**config.mk**
```make
export PLATFORM = sky130hd
export DESIGN_NAME = mem_access_ctrl
export DESIGN_NICKNAME = d
export VERILOG_FILES = /design/src/rtl/mem_access_ctrl.sv
export SDC_FILE = /design/constraint.sdc
export NUM_CORES = 1
export LEC_CHECK = 0
export BUFFER_PORTS_ARGS = -buffer_cell sky130_fd_sc_hd__buf_2
export CAP_MARGIN = 20
export CORE_AREA = 2 2 193 195
export DETAILED_ROUTE_END_ITERATION = 10
export DIE_AREA = 0 0 195 197
export PLACE_DENSITY = 0.63
export SYNTH_ARGS = -nofsm -noshare
export SYNTH_HDL_FRONTEND = slang
export SYNTH_SLANG_ARGS = --single-unit
```
**constraint.sdc**
```tcl
create_clock -name i_clk -period 2.6 [get_ports i_clk]
set_clock_uncertainty 0.2 [all_clocks]
set_input_delay 0.52 -clock i_clk [delete_from_list [all_inputs] [get_ports i_clk]]
set_output_delay 0.52 -clock i_clk [all_outputs]
set_load 0.05 [all_outputs]
```
**src/rtl/mem_access_ctrl.sv**
```systemverilog
// RV64 load/store unit front end: one access at a time, IDLE -> REQ -> WAIT -> DONE.
// Optional MEM_MISALIGN_TRAP_EN: misaligned accesses fault instead of being truncated.
module mem_access_ctrl #(
  parameter int XLEN = 64
) (
  input  logic            i_clk,
  input  logic            i_rst,
  input  logic            i_valid,
  input  logic            i_is_store,
  input  logic [2:0]      i_funct3,
  input  logic [XLEN-1:0] i_addr,
  input  logic [XLEN-1:0] i_wdata,
  output logic            o_ready,
  output logic            o_stall,
  output logic            o_mem_req,
  output logic            o_mem_we,
  output logic [XLEN-1:0] o_mem_addr,
  output logic [XLEN-1:0] o_mem_wdata,
  output logic [7:0]      o_mem_be,
  input  logic            i_mem_gnt,
  input  logic            i_mem_rvalid,
  input  logic [XLEN-1:0] i_mem_rdata,
  output logic            o_done,
  output logic [XLEN-1:0] o_rdata,
  output logic            o_misaligned
);

  typedef enum logic [1:0] {S_IDLE, S_REQ, S_WAIT, S_DONE} state_t;

  state_t          state_q, state_d;
  logic            is_store_q, is_store_d;
  logic [2:0]      funct3_q, funct3_d;
  logic [2:0]      off_q, off_d;
  logic [XLEN-1:0] mem_addr_q, mem_addr_d;
  logic [XLEN-1:0] mem_wdata_q, mem_wdata_d;
  logic [7:0]      mem_be_q, mem_be_d;
  logic [XLEN-1:0] rdata_q, rdata_d;
  logic            mem_req_q, mem_req_d;
  logic            mem_we_q, mem_we_d;
  logic            done_q, done_d;
  logic            misal_q, misal_d;
  logic [2:0]      off_a;

  // Lane offset rounded down to the natural alignment of the access size.
  function automatic logic [2:0] align_off(input logic [1:0] size, input logic [2:0] off);
    case (size)
      2'd0:    align_off = off;
      2'd1:    align_off = {off[2:1], 1'b0};
      2'd2:    align_off = {off[2], 2'b00};
      default: align_off = 3'd0;
    endcase
  endfunction

  function automatic logic [7:0] be_base(input logic [1:0] size);
    case (size)
      2'd0:    be_base = 8'h01;
      2'd1:    be_base = 8'h03;
      2'd2:    be_base = 8'h0F;
      default: be_base = 8'hFF;
    endcase
  endfunction

`ifdef MEM_MISALIGN_TRAP_EN
  function automatic logic is_misaligned(input logic [1:0] size, input logic [2:0] off);
    case (size)
      2'd0:    is_misaligned = 1'b0;
      2'd1:    is_misaligned = off[0];
      2'd2:    is_misaligned = |off[1:0];
      default: is_misaligned = |off;
    endcase
  endfunction
`endif

  function automatic logic [XLEN-1:0] extend_load(input logic [2:0] f3, input logic [2:0] off,
                                                  input logic [XLEN-1:0] d);
    logic [7:0]  b;
    logic [15:0] h;
    logic [31:0] w;
    b = d[{off, 3'b000} +: 8];
    h = d[{off[2:1], 4'b0000} +: 16];
    w = d[{off[2], 5'b00000} +: 32];
    case (f3)
      3'b000:  extend_load = XLEN'(signed'(b));
      3'b001:  extend_load = XLEN'(signed'(h));
      3'b010:  extend_load = XLEN'(signed'(w));
      3'b011:  extend_load = d;
      3'b100:  extend_load = XLEN'(b);
      3'b101:  extend_load = XLEN'(h);
      3'b110:  extend_load = XLEN'(w);
      default: extend_load = '0;
    endcase
  endfunction

  assign off_a = align_off(i_funct3[1:0], i_addr[2:0]);

  always_comb begin
    state_d     = state_q;
    is_store_d  = is_store_q;
    funct3_d    = funct3_q;
    off_d       = off_q;
    mem_addr_d  = mem_addr_q;
    mem_wdata_d = mem_wdata_q;
    mem_be_d    = mem_be_q;
    rdata_d     = rdata_q;
    mem_req_d   = mem_req_q;
    mem_we_d    = mem_we_q;
    misal_d     = misal_q;
    done_d      = 1'b0;
    case (state_q)
      S_IDLE: begin
        if (i_valid) begin
          is_store_d  = i_is_store;
          funct3_d    = i_funct3;
          off_d       = off_a;
          mem_addr_d  = {i_addr[XLEN-1:3], 3'b000};
          mem_wdata_d = i_is_store ? (i_wdata << {off_a, 3'b000}) : '0;
          mem_be_d    = be_base(i_funct3[1:0]) << off_a;
          misal_d     = 1'b0;
`ifdef MEM_MISALIGN_TRAP_EN
          if (is_misaligned(i_funct3[1:0], i_addr[2:0])) begin
            state_d = S_DONE;
            done_d  = 1'b1;
            misal_d = 1'b1;
            rdata_d = '0;
          end else begin
            state_d   = S_REQ;
            mem_req_d = 1'b1;
            mem_we_d  = i_is_store;
          end
`else
          state_d   = S_REQ;
          mem_req_d = 1'b1;
          mem_we_d  = i_is_store;
`endif
        end
      end
      S_REQ: begin
        if (i_mem_gnt) begin
          mem_req_d = 1'b0;
          mem_we_d  = 1'b0;
          if (is_store_q) begin
            state_d = S_DONE;
            done_d  = 1'b1;
            rdata_d = '0;
          end else begin
            state_d = S_WAIT;
          end
        end
      end
      S_WAIT: begin
        if (i_mem_rvalid) begin
          rdata_d = extend_load(funct3_q, off_q, i_mem_rdata);
          state_d = S_DONE;
          done_d  = 1'b1;
        end
      end
      default: begin
        state_d = S_IDLE;
        misal_d = 1'b0;
      end
    endcase
  end

  always_ff @(posedge i_clk) begin
    if (i_rst) begin
      state_q     <= S_IDLE;
      is_store_q  <= 1'b0;
      funct3_q    <= 3'd0;
      off_q       <= 3'd0;
      mem_addr_q  <= '0;
      mem_wdata_q <= '0;
      mem_be_q    <= 8'd0;
      rdata_q     <= '0;
      mem_req_q   <= 1'b0;
      mem_we_q    <= 1'b0;
      done_q      <= 1'b0;
      misal_q     <= 1'b0;
    end else begin
      state_q     <= state_d;
      is_store_q  <= is_store_d;
      funct3_q    <= funct3_d;
      off_q       <= off_d;
      mem_addr_q  <= mem_addr_d;
      mem_wdata_q <= mem_wdata_d;
      mem_be_q    <= mem_be_d;
      rdata_q     <= rdata_d;
      mem_req_q   <= mem_req_d;
      mem_we_q    <= mem_we_d;
      done_q      <= done_d;
      misal_q     <= misal_d;
    end
  end

  assign o_ready      = (state_q == S_IDLE);
  assign o_stall      = ((state_q == S_IDLE) && i_valid) || (state_q == S_REQ) || (state_q == S_WAIT);
  assign o_mem_req    = mem_req_q;
  assign o_mem_we     = mem_we_q;
  assign o_mem_addr   = mem_addr_q;
  assign o_mem_wdata  = mem_wdata_q;
  assign o_mem_be     = mem_be_q;
  assign o_done       = done_q;
  assign o_rdata      = rdata_q;
  assign o_misaligned = misal_q;

endmodule

```
==> flow_metrics.tcl, run 1 <==
set metrics [dict create \
    synthMuxAreaShare_pct 17.6 \
    fill_cells 3643 \
    grt_max_degree 86 \
    async_flop_share_pct 0 \
    io_pins 407 \
    yosys_warnings 0 \
    min_to "o_mem_addr[15]" \
    grt_pass1_vias 11085 \
    die_h_um 197 \
    synth_top_flop_cell "dfxtp_1" \
    root_buffer "clkbuf_16" \
    crit_buf_inv 3 \
    avgSynthCellArea_sq_um 8.94 \
    cts_tree "done" \
    synth_area_leaders "dfxtp_1 (39%), mux4_2 (9.6%), nand2_1 (7.5%)" \
    finalMaxSlewViolations 0 \
    area_growth_pct 36.6 \
    rsz0062_at_grt "false" \
    hold_depth 3 \
    syn_area_sq_um 10800 \
    overflow 0 \
    synth_top_area_share_pct 38.7 \
    place_hpwl_um 30800 \
    finalSetupTns_ns 0 \
    grt_pass1_wl_um 65300 \
    via_count 11450 \
    synth_compound_area_share_pct 23.8 \
    htreeDepth 1 \
    cp_max_fo 7 \
    synth_adder_area_share_pct 0.463 \
    reg2reg_to "o_rdata[1]" \
    synth-simple-area-share_pct 14.1 \
    tightestPinTransition_ns 1.05 \
    ys_top_cells_by_count "nand2_1 (216), dfxtp_1 (209), a21oi_1 (152)" \
    cts.sinks 209 \
    drc 0 \
    clk_latency_ns 0.55 \
    ys_seq_area_share_pct 38.7 \
    crit_path_start "state_q[0]" \
    drt-initial-drc-count 933 \
    arrival_ns 1.76 \
    yosysMostFrequentCell "nand2_1" \
    initial_utilization_pct 29.8 \
    hold_viol 0 \
    via_per_inst 5.44 \
    finalCriticalPeriod_ns 2.48 \
    hold_start "i_addr[15]" \
    cp_top_family "buffers and inverters" \
    synth_top_cell_by_area "dfxtp_1" \
    finalCritPeriodShare_pct 95.3 \
    synth_top_family_by_area "compound AO/OA/AOI/OAI gates" \
    timing.fmax_ghz 0.404 \
    synth_cell_types 55 \
    routedWlPerCell_um 20.2 \
    drtPass1Iterations 8 \
    setup.worst_path.start_class "register" \
    crit_path_end_kind "output port" \
    wl_um 42600 \
    cts_setup_buffers 0 \
    die_x_um 195 \
    cts_buffers 26 \
    pwr_density_cell_nw_per_um2 851 \
    critPathKind "reg2out" \
    fin_util_pct 40.7 \
    setup_violations 0 \
    track_usage_pct 21.3 \
    reg2reg_from "off_q[1]" \
    rrSetupSlack_ns 0.16 \
    ir_drop_v 0.000514 \
    cts_buffer_depth 3 \
    layout-drive-gt1-share_pct 35.5 \
    synthCells 1209 \
    layout.nets 1821 \
    timing.slew.headroom_pct 29.7 \
    die_area_sq_um 38400 \
    rows 70 \
    portBuffers 402 \
    core_area_sq_um 36300 \
    status "finished clean" \
    synth-edff-count 0 \
    required_ns 1.88 \
    synth_xor_area_share_pct 0 \
    hold_class "in2reg" \
    p_leak_uw 0.00626 \
    worstRegToRegCells 5 \
    cpPeakStageDelay_ns 0.38 \
    path_clk_slew_ns 0.06 \
    drv_cap 0 \
    critPathSlowestCell "dfxtp_1" \
    crit_chain "inv_1 > ha_1 > buf_4 > nand2_4 > nand3_2 > buf_2" \
    gp_congestion 0.955 \
    ant_nets 0 \
    grt_antenna_before_repair 2 \
    ys_ff_latch 209 \
]
-- cells in the final DEF, fill, tap and decap left out, types with 8 or more instances in the layout --
cell type,Yosys,routed
a211oi_1,11,11
a21oi_1,152,151
a22o_1,11,11
a22oi_1,49,49
a311oi_1,32,32
a31oi_1,8,8
a32oi_1,19,19
and3_1,14,14
buf_12,1,10
buf_2,17,401
buf_4,8,38
clkbuf_16,0,26
clkbuf_8,0,9
dfxtp_1,209,208
dlygate4sd3_1,0,47
inv_1,8,8
mux2_2,24,24
mux2i_1,46,46
mux4_2,46,46
nand2_1,216,214
nand2b_1,21,21
nor2_1,54,53
nor3_1,9,8
o21ai_0,58,58
o2bb2ai_1,16,16
o31ai_1,9,9
-- tightest hold or removal path: cells and delay by family --
kind / cells / cell delay, ns
AND/OR/NAND/NOR: 1 / 0.05
AO/OA/AOI/OAI: 1 / 0.05
buffers and inverters: 1 / 0.10
-- sequential cells by signal (all words and copies together), names as in the netlist --
signal       flops
funct3_q         3
is_store_q       1
o_done           1
o_mem_addr      61
o_mem_be         8
o_mem_req        1
o_mem_wdata     64
o_mem_we         1
o_rdata         64
off_q            3
state_q          2
-- final cells by class --
class,instances,area [sq um],share of cell area [%]
clock buffer,38,786,5.32
timing repair buffer,497,2970,20.1
multi-input combinational,874,6100,41.3
tap,468,586,3.96
sequential,209,4190,28.3
clock inverter,7,100,0.678
antenna,2,5.00,0.0339
inverter,8,30.0,0.203
-- cell families after synthesis --
group / after synthesis
AO/OA/AOI/OAI: 396
multiplexers: 121
other: 1
AND/OR/NAND/NOR: 349
flip-flops: 209
buffers and inverters: 129
adder cells (fa/ha/maj): 4
-- report_power, final --
part	switching, uW	total, uW	internal, uW	leakage, uW
logic	3510	4960	1450	0.00412
registers	274	3870	3600	0.00170
clock network	1460	3740	2280	0.000440
-- what timing repair did --
item	4_1_cts	5_1_grt
gates resized for setup	0	0
hold buffers	47	0
endpoints found under the hold margin	52	0
-- layer usage --
| layer | vias to the layer above | GRT usage [%] | wire length [um] |
|---|---|---|---|
| met3 | 88 | 4.86 | 3930 |
| met4 | 4 | 7.49 | 1530 |
| met5 | - | 0 | 26 |
| met1 | 5421 | 26.6 | 16600 |
| met2 | 626 | 36.2 | 20400 |
| li1 | 5311 | - | - |
-- worst max-delay path by stage --
stage / endpoint / slack (ns) / cells past startpoint
floorplan: o_stall / 0.01 / 6
global placement: o_mem_wdata[62] / 0.05 / 6
detailed placement: o_mem_wdata[38] / 0.02 / 6
CTS: o_stall / 0.10 / 6
global route: o_mem_wdata[37] / 0.01 / 7
finish: o_stall / 0.12 / 6
-- through the flow --
step	total power, uW	cell area, sq um	std cells	hold WS (ns)	setup WS (ns)
3_5_place_dp	8820	13400	2009	0.233	0.0159
6_report	12600	14800	2103	0.0270	0.123
4_1_cts	12700	14800	2101	0.000148	0.105
2_1_floorplan	7310	10800	1212	0.264	0.0147
3_3_place_gp	8760	13400	2009	0.227	0.0538
5_1_grt	13200	14800	2101	0.00705	0.0145
Note: power is estimated with default switching activity, not from simulation.
==> run 2: changes to the inputs <==
--- a/config.mk
+++ b/config.mk
@@ -10,6 +10,7 @@
 export CORE_AREA = 2 2 193 195
 export DETAILED_ROUTE_END_ITERATION = 10
 export DIE_AREA = 0 0 195 197
+export MAX_ROUTING_LAYER = met4
 export PLACE_DENSITY = 0.63
 export SYNTH_ARGS = -nofsm -noshare
 export SYNTH_HDL_FRONTEND = slang
==> run 2 against run 1 <==
Worst setup slack worse by 0.018 ns. Final area shrank 1.4%. Clock-buffer cell count down 2. Via count increased by 0.15%. Wire length up 0.68%. Fmax is 0.70% lower. Combinational power about the same. Critical endpoint unchanged.
==> flow_metrics.tcl, run 2 (synthesized netlist as in run 1, its figures left out) <==
set metrics [dict create \
    grt_pass1_wl_um 65100 \
    worst_slack_ns 0.105 \
    p_leak_uw 0.00618 \
    grt_antenna_before_repair 1 \
    initial_utilization_pct 29.8 \
    crit_path_end_kind "output port" \
    routedWlPerCell_um 20.6 \
    overflow 0 \
    track_usage_pct 22.0 \
    crit_chain "inv_1 > ha_1 > buf_4 > nand2_4 > nand3_2 > buf_2" \
    timing.slew.headroom_pct 29.9 \
    core_area_sq_um 36300 \
    cts_tree "done" \
    critPathSlowestCell "dfxtp_1" \
    drt-initial-drc-count 765 \
    portBuffers 402 \
    wl_um 42800 \
    drc 0 \
    finalCriticalPeriod_ns 2.49 \
    hold_class "in2reg" \
    critPathKind "reg2out" \
    required_ns 1.88 \
    register_area_sq_um 4190 \
    cts_buffer_depth 3 \
    via_count 11467 \
    arrival_ns 1.77 \
    multi_input_area_sq_um 6110 \
    grt_pass1_vias 11042 \
    die_area_sq_um 38400 \
    final_common_cell "buf_2" \
    layout-drive-gt1-share_pct 36.3 \
    cp_max_fo 7 \
    area_growth_pct 34.7 \
    hold_viol 0 \
    status "finished clean" \
    reg2reg_from "state_q[0]" \
    fin_cells 2077 \
    ir_drop_v 0.000581 \
    ant_nets 0 \
    die_x_um 195 \
    gp_congestion 0.916 \
    place_hpwl_um 31000 \
    dp.cells 2010 \
    fill_cells 3647 \
    timing.fmax_ghz 0.401 \
    pwr_density_cell_nw_per_um2 880 \
    finalCritPeriodShare_pct 95.9 \
    cts.sinks 209 \
    cpPeakStageDelay_ns 0.38 \
    setup_violations 0 \
    cts_buffers 26 \
    htreeDepth 1 \
    setup.worst_path.start_class "register" \
    drtPass1Iterations 5 \
    clk_latency_ns 0.54 \
    pre_cts_slack_ns 0.0345 \
    layout.nets 1793 \
    io_pins 407 \
    via_per_inst 5.52 \
    drv_cap 0 \
    hold_start "i_addr[26]" \
    finalSetupTns_ns 0 \
    cts_setup_buffers 0 \
    rows 70 \
    finalMaxSlewViolations 0 \
    hold_slack_ns 0.0263 \
    rsz0062_at_grt "false" \
    root_buffer "clkbuf_16" \
    layout_common_cells "buf_2 (401), nand2_1 (214), dfxtp_1 (208)" \
    tightestPinTransition_ns 1.05 \
    path_clk_slew_ns 0.07 \
    crit_path_start "state_q[0]" \
    die_h_um 197 \
    grt_max_degree 91 \
]
-- run 2: cell count changes in the layout (fill, tap and decap cells not counted), moves of 2 or more --
cell	change
dlygate4sd3_1	-29
clkinv_2	+3
clkbuf_8	-2
bufinv_16	+2
-- run 2: layout make-up --
cell class,count,share of cell area (%)
sequential,209,28.8
multi-input combinational,874,42.0
clock inverter,11,1.08
antenna,2,0.0344
timing repair buffer,469,18.6
inverter,8,0.206
clock buffer,36,5.35
tap,468,4.02
-- run 2: report_power, final --
group / internal, uW / total, uW / leakage (uW) / switching [uW]
Clock: 2480 / 3980 / 0.000466 / 1500
Combinational: 1440 / 4960 / 0.00401 / 3530
Sequential: 3600 / 3870 / 0.00170 / 269
Total: 7510 / 12800 / 0.00618 / 5300
-- run 2: worst max-delay path, delay by kind of cell (launching register included) --
family	cells	cell delay [ns]
adder cells (fa/ha/maj)	1	0.23
buffers and inverters	3	0.47
AND/OR/NAND/NOR	2	0.15
flip-flops	1	0.38
-- run 2: timing repair --
action / CTS / global route
hold buffers: 18 / 0
setup endpoints to repair: 0 / 7
gates resized for setup: 0 / 1
endpoints found under the hold margin: 18 / 0
-- run 2: routing by layer --
metal	up-vias	share of wire, %	GRT usage (%)
li1	5264	-	-
met1	5437	39	27.2
met2	680	47	35.1
met3	86	10	4.65
met4	0	3.8	8.88
met5	-	0	-
-- run 2: metrics by stage --
stage	utilization (%)	area [sq um]	power, uW
6_report	40.1	14600	12800
5_1_grt	40.1	14600	13400
4_1_cts	40.1	14500	12900
3_5_place_dp	37.0	13400	8850
3_3_place_gp	37.0	13400	8790
2_1_floorplan	-	10800	7310
-- run 2: final timing paths --
| check | end | slack [ns] | depth (start not counted) |
|---|---|---|---|
| hold / removal | o_mem_addr[26] | 0.03 | 3 |
| setup / recovery | o_stall | 0.11 | 6 |
| hold reg to reg | o_mem_wdata[61] | 0.24 | 2 |
| setup reg to reg | o_mem_wdata[62] | 0.19 | 7 |
==> run 3: changes to the inputs <==
--- a/config.mk
+++ b/config.mk
@@ -5,11 +5,12 @@
 export SDC_FILE = /design/constraint.sdc
 export NUM_CORES = 1
 export LEC_CHECK = 0
-export BUFFER_PORTS_ARGS = -buffer_cell sky130_fd_sc_hd__buf_2
+export ABC_AREA = 1
+export BUFFER_PORTS_ARGS = -buffer_cell sky130_fd_sc_hd__clkbuf_2
 export CAP_MARGIN = 20
-export CORE_AREA = 2 2 193 195
+export CORE_AREA = 2 2 196 198
 export DETAILED_ROUTE_END_ITERATION = 10
-export DIE_AREA = 0 0 195 197
+export DIE_AREA = 0 0 198 200
 export MAX_ROUTING_LAYER = met4
 export PLACE_DENSITY = 0.63
 export SYNTH_ARGS = -nofsm -noshare
==> run 3 against run 2 <==
Sequential cell count stayed put. Sequential share of layout area is 0.055 points lower. Clock-buffer cell count is 5 lower. Power is 8.0% higher. Combinational power is 17% higher. First-iteration DRC count is 14% higher. Non-clock buffer count is 24 lower. Global-route usage is 1.0 points higher. Register-to-register slack hardly changed. Critical endpoint unchanged. Largest cell class unchanged.
==> flow_metrics.tcl, run 3 <==
set metrics [dict create \
    finalCritPeriodShare_pct 96.9 \
    timing.fmax_ghz 0.397 \
    layout-drive-gt1-share_pct 25.6 \
    overflow 0 \
    ir_drop_v 0.000596 \
    hold_viol 0 \
    grt_pass1_vias 12056 \
    drtPass1Iterations 5 \
    synth_cell_types 33 \
    fin_util_pct 39.0 \
    yosys_warnings 0 \
    tightestPinTransition_ns 0.845 \
    ys_ff_latch 209 \
    synth-edff-count 0 \
    drv_cap 0 \
    ys_seq_area_share_pct 37.6 \
    portBuffers 402 \
    die_x_um 198 \
    finalSetupTns_ns 0 \
    critPathKind "reg2out" \
    required_ns 1.88 \
    via_per_inst 4.92 \
    crit_path_end_kind "output port" \
    hold_depth 3 \
    ys_top_cells_by_count "nand2_1 (544), nor2_1 (210), dfxtp_1 (209)" \
    reg2reg_to "o_mem_wdata[56]" \
    rrSetupSlack_ns 0.18 \
    fin_cells 2615 \
    track_usage_pct 23.0 \
    topRoutingLayerUsed "met4" \
    via_count 12875 \
    grt_max_degree 123 \
    cts_tree "done" \
    routedWlPerCell_um 17.7 \
    root_buffer "clkbuf_16" \
    cts.sinks 209 \
    status "finished clean" \
    layout.nets 2287 \
    htreeDepth 1 \
    die_area_sq_um 39600 \
    synth_top_area_share_pct 37.6 \
    avgSynthCellArea_sq_um 6.42 \
    core_area_sq_um 37400 \
    wl_met2_um 21600 \
    final_common_cell "nand2_1" \
    pwr_density_cell_nw_per_um2 949 \
    path_clk_slew_ns 0.06 \
    wl_met1_um 18500 \
    yosysMostFrequentCell "nand2_1" \
    grt_pass1_wl_um 68400 \
    io_pins 407 \
    hold_start "i_addr[47]" \
    arrival_ns 1.80 \
    syn_area_sq_um 11100 \
    rows 71 \
    cts_buffer_depth 3 \
    drc 0 \
    timing.slew.headroom_pct 43.7 \
    synth_top_flop_cell "dfxtp_1" \
    met3_length_um 4410 \
    min_to "o_mem_addr[47]" \
    fill_cells 4079 \
    cp_max_fo 5 \
    die_h_um 200 \
    synthCells 1732 \
    finalCriticalPeriod_ns 2.52 \
    reg2reg_from "state_q[0]" \
    p_leak_uw 0.00699 \
    cts_setup_buffers 0 \
    gp_congestion 0.964 \
    drt-initial-drc-count 871 \
    ant_nets 0 \
    synth_area_leaders "dfxtp_1 (38%), nand2_1 (18%), nor2_1 (7.1%)" \
    rsz0062_at_grt "false" \
    area_growth_pct 31.1 \
    hold_class "in2reg" \
    worstRegToRegCells 11 \
    clk_latency_ns 0.55 \
    cts_buffers 26 \
    synth_top_cell_by_area "dfxtp_1" \
    initial_utilization_pct 29.7 \
    setup.worst_path.start_class "register" \
    grt_antenna_before_repair 2 \
    setup_violations 0 \
    wl_um 46200 \
    layout_common_cells "nand2_1 (543), clkbuf_2 (401), nor2_1 (210)" \
    dp.cells 2561 \
    place_hpwl_um 33800 \
    finalMaxSlewViolations 0 \
    async_flop_share_pct 0 \
]
-- run 3: cell count changes in the layout (fill, tap and decap cells not counted), sizes merged, moves of 113 or more --
cell,delta
o21ai,+113
buf,-410
clkbuf,+396
nand2,+332
nand3,+132
nor2,+162
-- run 3: worst max-delay path by stage --
stage,start,endpoint,slack (ns)
after floorplan,state_q[0],o_stall,0.12
after global placement,state_q[0],o_mem_wdata[56],0.25
after detailed placement,state_q[0],o_mem_wdata[56],0.20
after CTS,state_q[0],o_stall,0.06
after global routing,state_q[0],o_stall,0.009
final,state_q[0],o_stall,0.08
-- run 3: critical path, stage by stage (launching register included) --
cell	delay, ns
dfxtp_1	0.37
inv_1	0.10
ha_1	0.22
inv_1	0.22
nand3_4	0.10
clkbuf_2	0.24
-- run 3: per-stage QoR --
stage | instance area, sq um | power [uW] | worst slack (ns) | hold WS (ns)
6_report | 14600 | 13800 | 0.0802 | 0.0289
5_1_grt | 14600 | 14600 | 0.00884 | 0.0142
4_1_cts | 14600 | 13900 | 0.0572 | 0.000910
3_5_place_dp | 13600 | 9850 | 0.195 | 0.254
3_3_place_gp | 13600 | 9810 | 0.252 | 0.251
2_1_floorplan | 11100 | 8240 | 0.122 | 0.246
-- run 3: final cells by class --
class	count	area (sq um)	share of cell area, %
Tap cell	511	639	4.39
Multi-Input combinational cell	1293	5910	40.5
Clock inverter	17	229	1.57
Timing Repair Buffer	445	2490	17.1
Clock buffer	31	721	4.94
Inverter	107	402	2.75
Sequential cell	209	4180	28.7
Antenna cell	2	5.00	0.0343
-- run 3: what timing repair did --
item	4_1_cts	5_1_grt
resized for setup	0	0
hold endpoints to repair	3	0
hold buffers	3	0
setup endpoints to repair	0	1
-- run 3: kinds of logic (layout without fill, tap and decap cells) --
group / Yosys count / after routing / synth area share, %
buffers and inverters: 234 / 600 / 9.69
adder cells (fa/ha/maj): 4 / 4 / 0.450
other: 1 / 6 / 0.0337
AO/OA/AOI/OAI: 375 / 375 / 19.2
flip-flops: 209 / 209 / 37.6
AND/OR/NAND/NOR: 909 / 910 / 33.0
-- run 3: power by group --
group | total, uW | internal [uW] | switching (uW)
logic | 5820 | 1520 | 4300
registers | 3980 | 3670 | 309
clock network | 4040 | 2480 | 1560
-- run 3: per-layer routing --
metal / track usage [%] / vias to the layer above
met4: 9.25 / 0
met5: - / -
met2: 38.3 / 622
met3: 5.14 / 93
met1: 27.1 / 5844
li1: - / 6316
